==> src/rtl/axi4l_regfile_if.sv <==
// AXI4-Lite bus bundle for the generic register file: the five AXI4-Lite
// channels, with master and slave views.
interface axi4l_regfile_if #(
   parameter int ADDR_WIDTH = 12,
   parameter int DATA_WIDTH = 32
);
   logic [ADDR_WIDTH-1:0]   awaddr;
   logic [2:0]              awprot;
   logic                    awvalid;
   logic                    awready;
   logic [DATA_WIDTH-1:0]   wdata;
   logic [DATA_WIDTH/8-1:0] wstrb;
   logic                    wvalid;
   logic                    wready;
   logic [1:0]              bresp;
   logic                    bvalid;
   logic                    bready;
   logic [ADDR_WIDTH-1:0]   araddr;
   logic [2:0]              arprot;
   logic                    arvalid;
   logic                    arready;
   logic [DATA_WIDTH-1:0]   rdata;
   logic [1:0]              rresp;
   logic                    rvalid;
   logic                    rready;

   modport master (
      output awaddr, awprot, awvalid, wdata, wstrb, wvalid, bready,
             araddr, arprot, arvalid, rready,
      input  awready, wready, bresp, bvalid, arready, rdata, rresp, rvalid
   );

   modport slave (
      input  awaddr, awprot, awvalid, wdata, wstrb, wvalid, bready,
             araddr, arprot, arvalid, rready,
      output awready, wready, bresp, bvalid, arready, rdata, rresp, rvalid
   );
endinterface

==> src/rtl/axi4l_regfile.sv <==
// Generic AXI4-Lite register file. C_NUM_REGS word-spaced registers, each
// either read-write (held here, driven on reg_out) or read-only (sampled from
// reg_in at read time). Byte-strobe writes, per-register access strobes, and
// SLVERR/DECERR responses. Read and write paths run independently.
module axi4l_regfile #(
   parameter int                                 C_ADDR_WIDTH = 12,
   parameter int                                 C_DATA_WIDTH = 32,
   parameter int                                 C_NUM_REGS   = 16,
   parameter logic [C_NUM_REGS-1:0]              C_RW_MASK    = '1,
   parameter logic [C_NUM_REGS*C_DATA_WIDTH-1:0] C_RST_VAL    = '0
) (
   input  logic                                 aclk,
   input  logic                                 aresetn,
   axi4l_regfile_if.slave                       s_axi,
   output logic [C_NUM_REGS*C_DATA_WIDTH-1:0]   reg_out,
   input  logic [C_NUM_REGS*C_DATA_WIDTH-1:0]   reg_in,
   output logic [C_NUM_REGS-1:0]                wr_stb,
   output logic [C_NUM_REGS-1:0]                rd_stb
);

   localparam int ADDR_LSB = (C_DATA_WIDTH == 64) ? 3 : 2;
   localparam int STRB_W   = C_DATA_WIDTH / 8;
   localparam int IDX_W    = C_ADDR_WIDTH - ADDR_LSB;

   localparam logic [1:0] RESP_OKAY   = 2'b00;
   localparam logic [1:0] RESP_SLVERR = 2'b10;
   localparam logic [1:0] RESP_DECERR = 2'b11;

   if (C_DATA_WIDTH != 32 && C_DATA_WIDTH != 64) begin : g_bad_data_width
      $error("axi4l_regfile: C_DATA_WIDTH must be 32 or 64");
   end
   if (C_NUM_REGS < 1 || C_NUM_REGS > 256) begin : g_bad_num_regs
      $error("axi4l_regfile: C_NUM_REGS must be 1..256");
   end
   if (C_ADDR_WIDTH < ADDR_LSB + $clog2(C_NUM_REGS)) begin : g_bad_addr_width
      $error("axi4l_regfile: C_ADDR_WIDTH too small for C_NUM_REGS");
   end

   typedef enum logic [1:0] {W_IDLE, W_HAVEA, W_HAVED, W_RESP} w_state_e;
   typedef enum logic       {R_IDLE, R_RESP}                   r_state_e;

   // One-hot register select; an unmapped word index yields all zeros.
   function automatic logic [C_NUM_REGS-1:0] decode(input logic [IDX_W-1:0] idx);
      logic [C_NUM_REGS-1:0] sel;
      sel = '0;
      for (int i = 0; i < C_NUM_REGS; i++) begin
         sel[i] = (idx == IDX_W'(i));
      end
      return sel;
   endfunction

   w_state_e                w_state_q, w_state_d;
   r_state_e                r_state_q, r_state_d;
   logic                    ready_en_q;
   logic                    aw_fire, w_fire, ar_fire;
   logic [IDX_W-1:0]        aw_idx_q;
   logic [C_DATA_WIDTH-1:0] wdata_q;
   logic [STRB_W-1:0]       wstrb_q;
   logic [IDX_W-1:0]        wr_idx;
   logic [C_DATA_WIDTH-1:0] wr_data;
   logic [STRB_W-1:0]       wr_strb;
   logic                    wr_commit;
   logic [C_NUM_REGS-1:0]   wr_sel;
   logic [C_NUM_REGS-1:0]   rd_sel;
   logic [C_DATA_WIDTH-1:0] rd_src [C_NUM_REGS];
   logic [C_DATA_WIDTH-1:0] rd_data;
   logic                    unused_bits;

   // Protocol fields and address offset bits carry no meaning here; RW slices
   // of reg_in are ignored by design.
   assign unused_bits = ^{s_axi.awprot, s_axi.arprot,
                          s_axi.awaddr[ADDR_LSB-1:0], s_axi.araddr[ADDR_LSB-1:0],
                          reg_in};

   // Hold all readies low until the first clock after reset is released.
   always_ff @(posedge aclk) begin
      // NOTE: sequential state uses non-blocking (<=) so every flop samples
      // pre-edge values, which is what makes same-edge read/write ordering exact.
      if (!aresetn) ready_en_q <= 1'b0;
      else          ready_en_q <= 1'b1;
   end

   assign s_axi.awready = ready_en_q && (w_state_q == W_IDLE || w_state_q == W_HAVED);
   assign s_axi.wready  = ready_en_q && (w_state_q == W_IDLE || w_state_q == W_HAVEA);
   assign s_axi.bvalid  = (w_state_q == W_RESP);
   assign s_axi.arready = ready_en_q && (r_state_q == R_IDLE);
   assign s_axi.rvalid  = (r_state_q == R_RESP);

   assign aw_fire = s_axi.awvalid & s_axi.awready;
   assign w_fire  = s_axi.wvalid  & s_axi.wready;
   assign ar_fire = s_axi.arvalid & s_axi.arready;

   // Write FSM state register.
   always_ff @(posedge aclk) begin
      if (!aresetn) w_state_q <= W_IDLE;
      else          w_state_q <= w_state_d;
   end

   // Write FSM next state, commit strobe and write operand selection
   // (address/data come from the latch if that half arrived earlier).
   always_comb begin
      // NOTE: every output gets a default first, so no path leaves a latch.
      w_state_d = w_state_q;
      wr_commit = 1'b0;
      wr_idx    = (w_state_q == W_HAVEA) ? aw_idx_q : s_axi.awaddr[C_ADDR_WIDTH-1:ADDR_LSB];
      wr_data   = (w_state_q == W_HAVED) ? wdata_q  : s_axi.wdata;
      wr_strb   = (w_state_q == W_HAVED) ? wstrb_q  : s_axi.wstrb;
      case (w_state_q)
         W_IDLE: begin
            if (aw_fire && w_fire) begin
               w_state_d = W_RESP;
               wr_commit = 1'b1;
            end else if (aw_fire) begin
               w_state_d = W_HAVEA;
            end else if (w_fire) begin
               w_state_d = W_HAVED;
            end
         end
         W_HAVEA: begin
            if (w_fire) begin
               w_state_d = W_RESP;
               wr_commit = 1'b1;
            end
         end
         W_HAVED: begin
            if (aw_fire) begin
               w_state_d = W_RESP;
               wr_commit = 1'b1;
            end
         end
         W_RESP: begin
            if (s_axi.bready) w_state_d = W_IDLE;
         end
         default: w_state_d = W_IDLE;
      endcase
   end

   assign wr_sel = decode(wr_idx);

   // Latch whichever write half arrives first; register response and strobe
   // on the commit edge so they align with the first bvalid cycle.
   always_ff @(posedge aclk) begin
      if (!aresetn) begin
         aw_idx_q    <= '0;
         wdata_q     <= '0;
         wstrb_q     <= '0;
         s_axi.bresp <= RESP_OKAY;
         wr_stb      <= '0;
      end else begin
         wr_stb <= '0;
         if (aw_fire) aw_idx_q <= s_axi.awaddr[C_ADDR_WIDTH-1:ADDR_LSB];
         if (w_fire) begin
            wdata_q <= s_axi.wdata;
            wstrb_q <= s_axi.wstrb;
         end
         if (wr_commit) begin
            wr_stb <= wr_sel & C_RW_MASK;
            if (!(|wr_sel))                 s_axi.bresp <= RESP_DECERR;
            else if (|(wr_sel & C_RW_MASK)) s_axi.bresp <= RESP_OKAY;
            else                            s_axi.bresp <= RESP_SLVERR;
         end
      end
   end

   // Register storage: flops exist only for RW registers.
   for (genvar i = 0; i < C_NUM_REGS; i++) begin : g_reg
      if (C_RW_MASK[i]) begin : g_rw
         logic [C_DATA_WIDTH-1:0] q;
         // Byte-masked update of one RW register on its commit edge.
         always_ff @(posedge aclk) begin
            // NOTE: this is a flop bank with per-register reset values, not a
            // RAM, so resetting every entry is both legal and required.
            if (!aresetn) begin
               q <= C_RST_VAL[i*C_DATA_WIDTH +: C_DATA_WIDTH];
            end else if (wr_commit && wr_sel[i]) begin
               for (int b = 0; b < STRB_W; b++) begin
                  if (wr_strb[b]) q[b*8 +: 8] <= wr_data[b*8 +: 8];
               end
            end
         end
         assign reg_out[i*C_DATA_WIDTH +: C_DATA_WIDTH] = q;
         assign rd_src[i] = q;
      end else begin : g_ro
         assign reg_out[i*C_DATA_WIDTH +: C_DATA_WIDTH] = '0;
         assign rd_src[i] = reg_in[i*C_DATA_WIDTH +: C_DATA_WIDTH];
      end
   end

   assign rd_sel = decode(s_axi.araddr[C_ADDR_WIDTH-1:ADDR_LSB]);

   // Read mux: OR of the selected source; unmapped selects nothing -> zero.
   always_comb begin
      rd_data = '0;
      for (int i = 0; i < C_NUM_REGS; i++) begin
         if (rd_sel[i]) rd_data = rd_data | rd_src[i];
      end
   end

   // Read FSM state register.
   always_ff @(posedge aclk) begin
      if (!aresetn) r_state_q <= R_IDLE;
      else          r_state_q <= r_state_d;
   end

   // Read FSM next state: accept an address, then hold until rready.
   always_comb begin
      r_state_d = r_state_q;
      case (r_state_q)
         R_IDLE:  if (ar_fire)      r_state_d = R_RESP;
         R_RESP:  if (s_axi.rready) r_state_d = R_IDLE;
         default: r_state_d = R_IDLE;
      endcase
   end

   // Capture read data/response on the accept edge; held until the next accept.
   always_ff @(posedge aclk) begin
      if (!aresetn) begin
         s_axi.rdata <= '0;
         s_axi.rresp <= RESP_OKAY;
         rd_stb      <= '0;
      end else begin
         rd_stb <= '0;
         if (ar_fire) begin
            s_axi.rdata <= rd_data;
            s_axi.rresp <= (|rd_sel) ? RESP_OKAY : RESP_DECERR;
            rd_stb      <= rd_sel;
         end
      end
   end

endmodule

==> src/flat_wrapper.sv <==
// flat-port wrapper written by rule: the top's interface ports become plain ports
module axi4l_regfile_flat 
#(
   parameter int                                 C_ADDR_WIDTH = 12,
   parameter int                                 C_DATA_WIDTH = 32,
   parameter int                                 C_NUM_REGS   = 16,
   parameter logic [C_NUM_REGS-1:0]              C_RW_MASK    = '1,
   parameter logic [C_NUM_REGS*C_DATA_WIDTH-1:0] C_RST_VAL    = '0
)
  (aclk, aresetn, reg_out, reg_in, wr_stb, rd_stb, s_axi_awaddr, s_axi_awprot, s_axi_awvalid, s_axi_wdata, s_axi_wstrb, s_axi_wvalid, s_axi_bready, s_axi_araddr, s_axi_arprot, s_axi_arvalid, s_axi_rready, s_axi_awready, s_axi_wready, s_axi_bresp, s_axi_bvalid, s_axi_arready, s_axi_rdata, s_axi_rresp, s_axi_rvalid);
  axi4l_regfile_if #(.ADDR_WIDTH((12)), .DATA_WIDTH((32))) s_axi_i ();
  input  logic aclk;
  input  logic aresetn;
  output logic [C_NUM_REGS*C_DATA_WIDTH-1:0] reg_out;
  input  logic [C_NUM_REGS*C_DATA_WIDTH-1:0] reg_in;
  output logic [C_NUM_REGS-1:0] wr_stb;
  output logic [C_NUM_REGS-1:0] rd_stb;
  input wire logic [$bits(s_axi_i.awaddr)-1:0] s_axi_awaddr;
  input wire logic [$bits(s_axi_i.awprot)-1:0] s_axi_awprot;
  input wire logic [$bits(s_axi_i.awvalid)-1:0] s_axi_awvalid;
  input wire logic [$bits(s_axi_i.wdata)-1:0] s_axi_wdata;
  input wire logic [$bits(s_axi_i.wstrb)-1:0] s_axi_wstrb;
  input wire logic [$bits(s_axi_i.wvalid)-1:0] s_axi_wvalid;
  input wire logic [$bits(s_axi_i.bready)-1:0] s_axi_bready;
  input wire logic [$bits(s_axi_i.araddr)-1:0] s_axi_araddr;
  input wire logic [$bits(s_axi_i.arprot)-1:0] s_axi_arprot;
  input wire logic [$bits(s_axi_i.arvalid)-1:0] s_axi_arvalid;
  input wire logic [$bits(s_axi_i.rready)-1:0] s_axi_rready;
  output wire logic [$bits(s_axi_i.awready)-1:0] s_axi_awready;
  output wire logic [$bits(s_axi_i.wready)-1:0] s_axi_wready;
  output wire logic [$bits(s_axi_i.bresp)-1:0] s_axi_bresp;
  output wire logic [$bits(s_axi_i.bvalid)-1:0] s_axi_bvalid;
  output wire logic [$bits(s_axi_i.arready)-1:0] s_axi_arready;
  output wire logic [$bits(s_axi_i.rdata)-1:0] s_axi_rdata;
  output wire logic [$bits(s_axi_i.rresp)-1:0] s_axi_rresp;
  output wire logic [$bits(s_axi_i.rvalid)-1:0] s_axi_rvalid;
  assign s_axi_i.awaddr = s_axi_awaddr;
  assign s_axi_i.awprot = s_axi_awprot;
  assign s_axi_i.awvalid = s_axi_awvalid;
  assign s_axi_i.wdata = s_axi_wdata;
  assign s_axi_i.wstrb = s_axi_wstrb;
  assign s_axi_i.wvalid = s_axi_wvalid;
  assign s_axi_i.bready = s_axi_bready;
  assign s_axi_i.araddr = s_axi_araddr;
  assign s_axi_i.arprot = s_axi_arprot;
  assign s_axi_i.arvalid = s_axi_arvalid;
  assign s_axi_i.rready = s_axi_rready;
  assign s_axi_awready = s_axi_i.awready;
  assign s_axi_wready = s_axi_i.wready;
  assign s_axi_bresp = s_axi_i.bresp;
  assign s_axi_bvalid = s_axi_i.bvalid;
  assign s_axi_arready = s_axi_i.arready;
  assign s_axi_rdata = s_axi_i.rdata;
  assign s_axi_rresp = s_axi_i.rresp;
  assign s_axi_rvalid = s_axi_i.rvalid;
  axi4l_regfile #(.C_ADDR_WIDTH(C_ADDR_WIDTH), .C_DATA_WIDTH(C_DATA_WIDTH), .C_NUM_REGS(C_NUM_REGS), .C_RW_MASK(C_RW_MASK), .C_RST_VAL(C_RST_VAL)) u_core (.aclk(aclk), .aresetn(aresetn), .s_axi(s_axi_i), .reg_out(reg_out), .reg_in(reg_in), .wr_stb(wr_stb), .rd_stb(rd_stb));
endmodule
==> config.mk <==
export PLATFORM = sky130hd
export DESIGN_NAME = axi4l_regfile_flat
export DESIGN_NICKNAME = d
export VERILOG_FILES = /design/src/rtl/axi4l_regfile_if.sv /design/src/rtl/axi4l_regfile.sv /design/src/flat_wrapper.sv
export SDC_FILE = /design/constraint.sdc
export NUM_CORES = 1
export LEC_CHECK = 0
export ABC_AREA = 1
export CAP_MARGIN = 20
export CORE_AREA = 2 2 450 452
export CTS_CLUSTER_DIAMETER = 60
export DETAILED_ROUTE_END_ITERATION = 6
export DIE_AREA = 0 0 452 454
export DONT_BUFFER_PORTS = 1
export HOLD_SLACK_MARGIN = 0.1
export PLACE_DENSITY_LB_ADDON = 0.3
export SLEW_MARGIN = 5
export SYNTH_ARGS = -nofsm -noshare
export SYNTH_HDL_FRONTEND = slang
export SYNTH_SLANG_ARGS = --single-unit
==> constraint.sdc <==
create_clock -name aclk -period 2.4 [get_ports aclk]
set_input_delay 0.12 -clock aclk [delete_from_list [all_inputs] [get_ports aclk]]
set_output_delay 0.12 -clock aclk [all_outputs]
set_load 0.02 [all_outputs]
==> metrics.txt, run 1 <==
CTS clk-pin slew, worst paths ~60 ps; clk buf depth 3; pre-CTS setup slack -111 ps; critical path cell sequence inv_2 -> ha_4 -> buf_6 -> nor2_4 -> nor3_2 -> nand3_2 -> nand2_4 -> buf_12 -> buf_12 -> buf_16 -> buf_12 -> nand4_4 -> nand2_1 -> inv_1 -> nor2_1; critical path capture point type register; Synth Area in XOR/XNOR 0; Startpoint Class register; post-synthesis adder-cell area fraction 0.00158; RSZ-0062 raised after global routing true; largest family of logic cells by synthesized area simple AND/OR/NAND/NOR gates; leakage power 0.0187 µW; die area 205,000 µm²; Area growth syn-to-layout 45.3%; crit-path leading delay family simple AND/OR/NAND/NOR gates; vias per cell 4.34; # hold bufs at CTS 109; clock tree from TritonCTS built; Routed WL between 200,000 and 250,000 µm; Crit Path Max Fanout 8; largest stage delay on the critical path 320 ps; crit path kind register to register; Mapped Nets approximately 5,600; largest net degree at the start of global routing between 500 and 600; R2R depth 15; drt wl/cell 27.7 µm; initial antenna violation count 26; first-pass GRT wire length 287,000 µm; P per Cell Area 753 nW/µm²; dpl hpwl roughly 170,000 µm; status finished, violations left; Synthesis Warnings 0; number of DRC markers in iteration 0 3,061; clock root buffer clkbuf_16; Max Slew Vio Count 0; Ports roughly 1,200; Avg Cell Area, Syn 6.27 µm²; unique cell type count in the Yosys netlist 28; relative slew slack 0.118; drc violations 0; vias after detailed routing 35,500; CP most frequent cell buf_12; Antenna Violating Nets Remaining 0; Synth Cell Area 31,700 µm²; initial core utilization 0.158; setup ws final -22.8 ps; Fmax achieved 0.413 GHz; worst vdd ir 0.869 mV; First-pass DRT Iterations 6; worst hold path depth 2; overall power 34,700 µW; worst hold slack -502 ps; fraction of layout cells with a size suffix above 1 0.202; Final Hold Vio Count 5; Worst path depth 15; Rows 165; Syn Inst Count 5,054; Placed Cells slightly below 8,000; Clock Latency Late Sink about 800 ps; Synth Register Bits 628; Seq/Total Area, Yosys 0.397; RePlAce Congestion 0.927; Crit-path slowest cell dfxtp_2; Post-Synth Simple-Gate Area 0.441; final std cells w/o fill 8,182; Core ar. approximately 200,000 µm²; Worst Skew ~70 ps; Clock Sinks around 630; crit path DAT 3110 ps; CP required 3090 ps; Port Buffers 0; worst min path class primary input to register; Setup violations, final 10; post-synthesis mux area share 0; Overflow after GRT 0; clock period minus worst slack 2420 ps; GR Util All Layers 0.203; H-Tree Level Count 3; Die W ~450 µm; worst setup path start u_core.w_state_q[1]; worst hold start aresetn; CTS Buf Count just under 100; nets@finish 6,004; FF-to-FF Start u_core.w_state_q[1]; period utilization 1.01; Worst-Margin Slew between 1000 and 1500 ps; Compound-Gate Fraction of Synth Area 0.0401; die height roughly 450 µm; maximum capacitance violations 0; failing checks hold timing, setup timing; vias in the first global route 32,400; WP buf/inv 7
cells in the final DEF, fill, tap and decap left out, drive strengths merged:
cell type     synthesis  routed
inv                 642     656
nor3                 17      17
dlymetal6s4s          0       2
nand3               707     707
bufbuf                0       1
ha                    4       4
buf                 160     464
a21oi                44      44
nand4               180     180
nor4                  1       1
o21ai               205     205
clkinv                1      25
dfxtp               628     628
dlygate4sd3           0     102
nand2              1167    1167
nor2               1120    1120
nand3b                6       6
clkinvlp              0       7
clkbuf              172     152
bufinv                0       8
diode                 0      14
path summary, 6_finish.rpt:
kind | to | slack [ps]
min | u_core.g_reg[13].g_rw.q[7] | -500
max | u_core.g_reg[0].g_rw.q[25] | -20
max reg2reg | u_core.g_reg[0].g_rw.q[25] | -20
min reg2reg | u_core.wstrb_q[3] | 450
cells by family (layout without fill, tap and decap cells):
logic type / count (synthesis) / in the layout
flip-flops: 628 / 628
other: 0 / 14
AND/OR/NAND/NOR: 3198 / 3198
buffers and inverters: 975 / 1417
adder cells (fa/ha/maj): 4 / 4
AO/OA/AOI/OAI: 249 / 249
worst register-to-register path, stage by stage, from the launching register on:
cell     delay (ps)
dfxtp_2         320
inv_2            70
ha_4            180
buf_6           130
nor2_4           40
nor3_2          210
nand3_2         120
nand2_4         130
buf_12          140
buf_12          130
buf_16          180
buf_12          170
nand4_4         240
nand2_1         140
inv_1            40
nor2_1           80
report_power, final:
part | internal, µW | switching [µW] | leakage (µW) | total [µW]
registers | 10600 | 179 | 0.00507 | 10800
logic | 2490 | 6230 | 0.0119 | 8720
clock network | 8920 | 6200 | 0.00164 | 15100
total | 22000 | 12600 | 0.0187 | 34700
registers in the layout, indices dropped and copies added, names as in the netlist:
register / cells
u_core.rd_stb: 16
u_core.ready_en_q: 1
u_core.wdata_q: 32
u_core.w_state_q: 2
u_core.s_axi.rdata: 32
u_core.aw_idx_q: 10
u_core.wstrb_q: 4
u_core.g.g_rw.q: 512
u_core.wr_stb: 16
u_core.s_axi.bresp: 1
u_core.s_axi.rvalid: 1
u_core.s_axi.rresp: 1
cell usage after synthesis, drive strengths merged:
master / number / area share
nor2: 1120 / 0.14
nand2: 1167 / 0.14
nand4: 180 / 0.050
inv: 642 / 0.076
buf: 160 / 0.024
dfxtp: 628 / 0.40
nand3b: 6 / 0.0014
o21ai: 205 / 0.033
a21oi: 44 / 0.0070
clkbuf: 172 / 0.020
nor4: 1 / 0.00020
nand3: 707 / 0.11
clkinv: 1 / 0.00012
nor3: 17 / 0.0030
ha: 4 / 0.0016
stage by stage:
| stage | utilization | setup TNS (ps) | area, µm² | hold WS (ps) |
|---|---|---|---|---|
| 6_report | 0.229 | -111 | 46000 | -502 |
| 5_1_grt | 0.229 | -23840 | 46000 | -554 |
| 4_1_cts | 0.216 | 0 | 43300 | -376 |
| 3_5_place_dp | 0.192 | -6310 | 38600 | 241 |
| 3_3_place_gp | 0.192 | -2560 | 38600 | 252 |
| 2_1_floorplan | - | 0 | 31700 | 148 |
timing repair:
item                                    CTS  global route
setup buffers                             4            31
resized for setup                        32           455
endpoints found under the hold margin   626           164
pin swaps                                 7           214
gates cloned                              3            31
endpoints found under the setup margin  362           536
per-layer routing:
layer  track usage  part of all wire  vias to the layer above
met1         0.230              0.39                    17000
met4        0.0870             0.046                       14
met2         0.343              0.46                     1564
met3        0.0738             0.094                      368
li1              -                 -                    16500
met5             0           0.00040                        -
cell type report:
type / count / area [µm²]
Antenna cell: 14 / 35.0
Clock buffer: 127 / 2690
Clock inverter: 53 / 698
Fill cell: 22400 / 155000
Inverter: 643 / 2430
Multi-Input combinational cell: 3451 / 16900
Sequential cell: 628 / 12600
Tap cell: 2672 / 3340
Timing Repair Buffer: 594 / 7350
(Power assumes the default switching activity.)
==> run 2, diff against run 1 <==
--- a/config.mk
+++ b/config.mk
@@ -13,7 +13,9 @@
 export DIE_AREA = 0 0 452 454
 export DONT_BUFFER_PORTS = 1
 export HOLD_SLACK_MARGIN = 0.1
+export MAX_ROUTING_LAYER = met4
 export PLACE_DENSITY_LB_ADDON = 0.3
+export SKIP_CTS_REPAIR_TIMING = 1
 export SLEW_MARGIN = 5
 export SYNTH_ARGS = -nofsm -noshare
 export SYNTH_HDL_FRONTEND = slang
==> run 2 against run 1 <==
The run ends with hold timing left. Design area is 4.6% lower. Critical path depth stayed put. Clock power is 6% higher. Cell count is 0.64% lower. Worst setup slack better by 70 ps. Wire length is 4.2% lower. Worst hold slack worse by 7.0 ps. Flip-flop and latch count stayed put. Register-to-register slack better by 70 ps. Die area stayed put. Count of clock-buffer cells in the layout is 2 higher. Power is 0.34% higher. Critical endpoint is now u_core.g_reg[5].g_rw.q[0]. Largest cell class unchanged. Largest power group unchanged. Highest routed layer is now met4.
==> metrics.txt, run 2 (synthesis gave the netlist of run 1 again) <==
Clock Latency Late Sink 800 ps (+20 ps); Startpoint Class register; met2 routed WL 103,000 µm (-2.4%); CTS clk-pin slew, worst paths 60 ps (about the same); pre-CTS setup slack -172 ps (-61.9 ps); FF-to-FF Start u_core.w_state_q[1]; Final Core Density 0.219 (-0.0106); period utilization 0.980 (-0.0293); commonest non-fill, non-tap cell in the layout nand2_1; maximum capacitance violations 0 (unchanged); RSZ-0062 raised after global routing true; RePlAce Congestion 0.930 (+0.37%); die height 454 µm (unchanged); worst hold slack -509 ps (-7.00 ps); clk buf depth 3 (unchanged); overall power 34,800 µW (+0.34%); drt wl/cell 26.7 µm (-3.5%); dpl hpwl 167,000 µm (+0.11%); initial antenna violation count 27 (+3.8%); Overflow after GRT 0 (unchanged); Core ar. 201,000 µm² (unchanged); leakage power 0.0181 µW (-3.1%); worst setup path start u_core.w_state_q[1]; crit path kind register to register; first-pass GRT wire length 283,000 µm (-1.4%); First-pass DRT Iterations 6 (unchanged); Clock Sinks 628 (unchanged); status finished, violations left; Area growth syn-to-layout 38.6%; relative slew slack 0.206 (+0.0883); clock period minus worst slack 2350 ps (-70.4 ps); Crit Path Max Fanout 8 (unchanged); Top Layer Used met4; reg2reg setup slack 50 ps (+70 ps); wl on met1 83,100 µm (-7.2%); initial core utilization 0.158 (unchanged); P per Cell Area 792 nW/µm² (+5.2%); Final Hold Vio Count 53 (+48); die area 205,000 µm² (unchanged); largest net degree at the start of global routing 599 (unchanged); Worst Setup EP u_core.g_reg[5].g_rw.q[0]; Routed WL 217,000 µm (-4.2%); Fin Setup TNS 0 ps (+111 ps); Ports 1,170 (unchanged); H-Tree Level Count 3 (unchanged); Port Buffers 0 (unchanged); crit path DAT 2970 ps (-140 ps); fraction of layout cells with a size suffix above 1 0.143 (-0.0585); worst r2r dst u_core.g_reg[5].g_rw.q[0]; drc violations 0 (unchanged); met3 wire len 21,400 µm (about the same); Max Slew Vio Count 0 (unchanged); worst vdd ir 0.617 mV (-29%); worst min path class primary input to register; CTS Buf Count 99 (+2.1%); Biggest register u_core.g.g_rw.q; Worst-Margin Slew 1190 ps (-132 ps); Fmax achieved 0.425 GHz (+3.0%); number of DRC markers in iteration 0 2,938 (-4.0%); top flop regs u_core.g.g_rw.q: 512 flops, u_core.s_axi.rdata: 32 flops, u_core.wdata_q: 32 flops; vias after detailed routing 34,700 (-2.4%); fill count 22,600 (+0.89%); R2R depth 15 (unchanged); Die W 452 µm (unchanged); vias per cell 4.27 (-1.7%); most frequent cells in the layout nand2_1, nor2_1, nand3_1, inv_1, dfxtp_1; Rows 165 (unchanged); CP required 3010 ps (-80 ps); vias in the first global route 31,800 (-1.9%); Worst Skew 88.8 ps (+18.6 ps); Antenna Violating Nets Remaining 0 (unchanged); clock root buffer clkbuf_16; critical path capture point type register; max FFs per register 512 (unchanged); worst hold path depth 2 (unchanged); clock tree from TritonCTS built; GR Util All Layers 0.207 (+0.00375); failing checks hold timing; Setup violations, final 0 (-10); setup ws final 47.6 ps (+70.4 ps); nets@finish 5,939 (-1.1%)
## run 2: final cells by class
class                           instances  area, µm²  area share
Antenna cell                           22       55.1     0.00125
Clock buffer                          129       2780      0.0633
Clock inverter                         58        857      0.0195
Inverter                              643       2420      0.0552
Multi-Input combinational cell       3451      15700       0.358
Sequential cell                       628      12600       0.286
Tap cell                             2672       3340      0.0761
Timing Repair Buffer                  527       6150       0.140
## run 2: metal layers
metal,up-vias,track usage
met1,16400,0.222
met5,-,-
met2,1469,0.342
met4,0,0.0846
met3,347,0.0796
li1,16400,-
## run 2: how the worst min path moves through the flow
stage	startpoint	slack, ps	endpoint
detailed placement	s_axi_rready	240	u_core.s_axi.rvalid
finish	aresetn	-510	u_core.g_reg[12].g_rw.q[7]
CTS	s_axi_awaddr[7]	-600	u_core.aw_idx_q[5]
floorplan	aresetn	150	u_core.ready_en_q
global route	aresetn	-560	u_core.g_reg[15].g_rw.q[6]
global placement	s_axi_rready	250	u_core.s_axi.rvalid
## run 2: stage by stage
stage / cells / cell area, µm²
2_1_floorplan: 5054 / 31700
3_5_place_dp: 7814 / 38600
4_1_cts: 8001 / 42200
3_3_place_gp: 7814 / 38600
6_report: 8130 / 43900
5_1_grt: 8127 / 43900
## run 2: worst max-delay path, cell delays in order, from the launching register on
cell	delay [ps]
dfxtp_2	320
inv_2	70
ha_4	150
buf_6	120
nor2_1	60
nor3_2	180
nand3_2	160
nand2_8	140
nand2_8	70
buf_12	150
nor2_4	120
buf_12	170
clkbuf_16	230
nand3_2	70
nand2_1	70
nor2_1	50
## run 2: power breakdown
group | internal [µW] | switching, µW | total (µW)
Combinational | 2210 | 5700 | 7910
Sequential | 10600 | 177 | 10800
Clock | 9660 | 6380 | 16000
Total | 22500 | 12300 | 34800
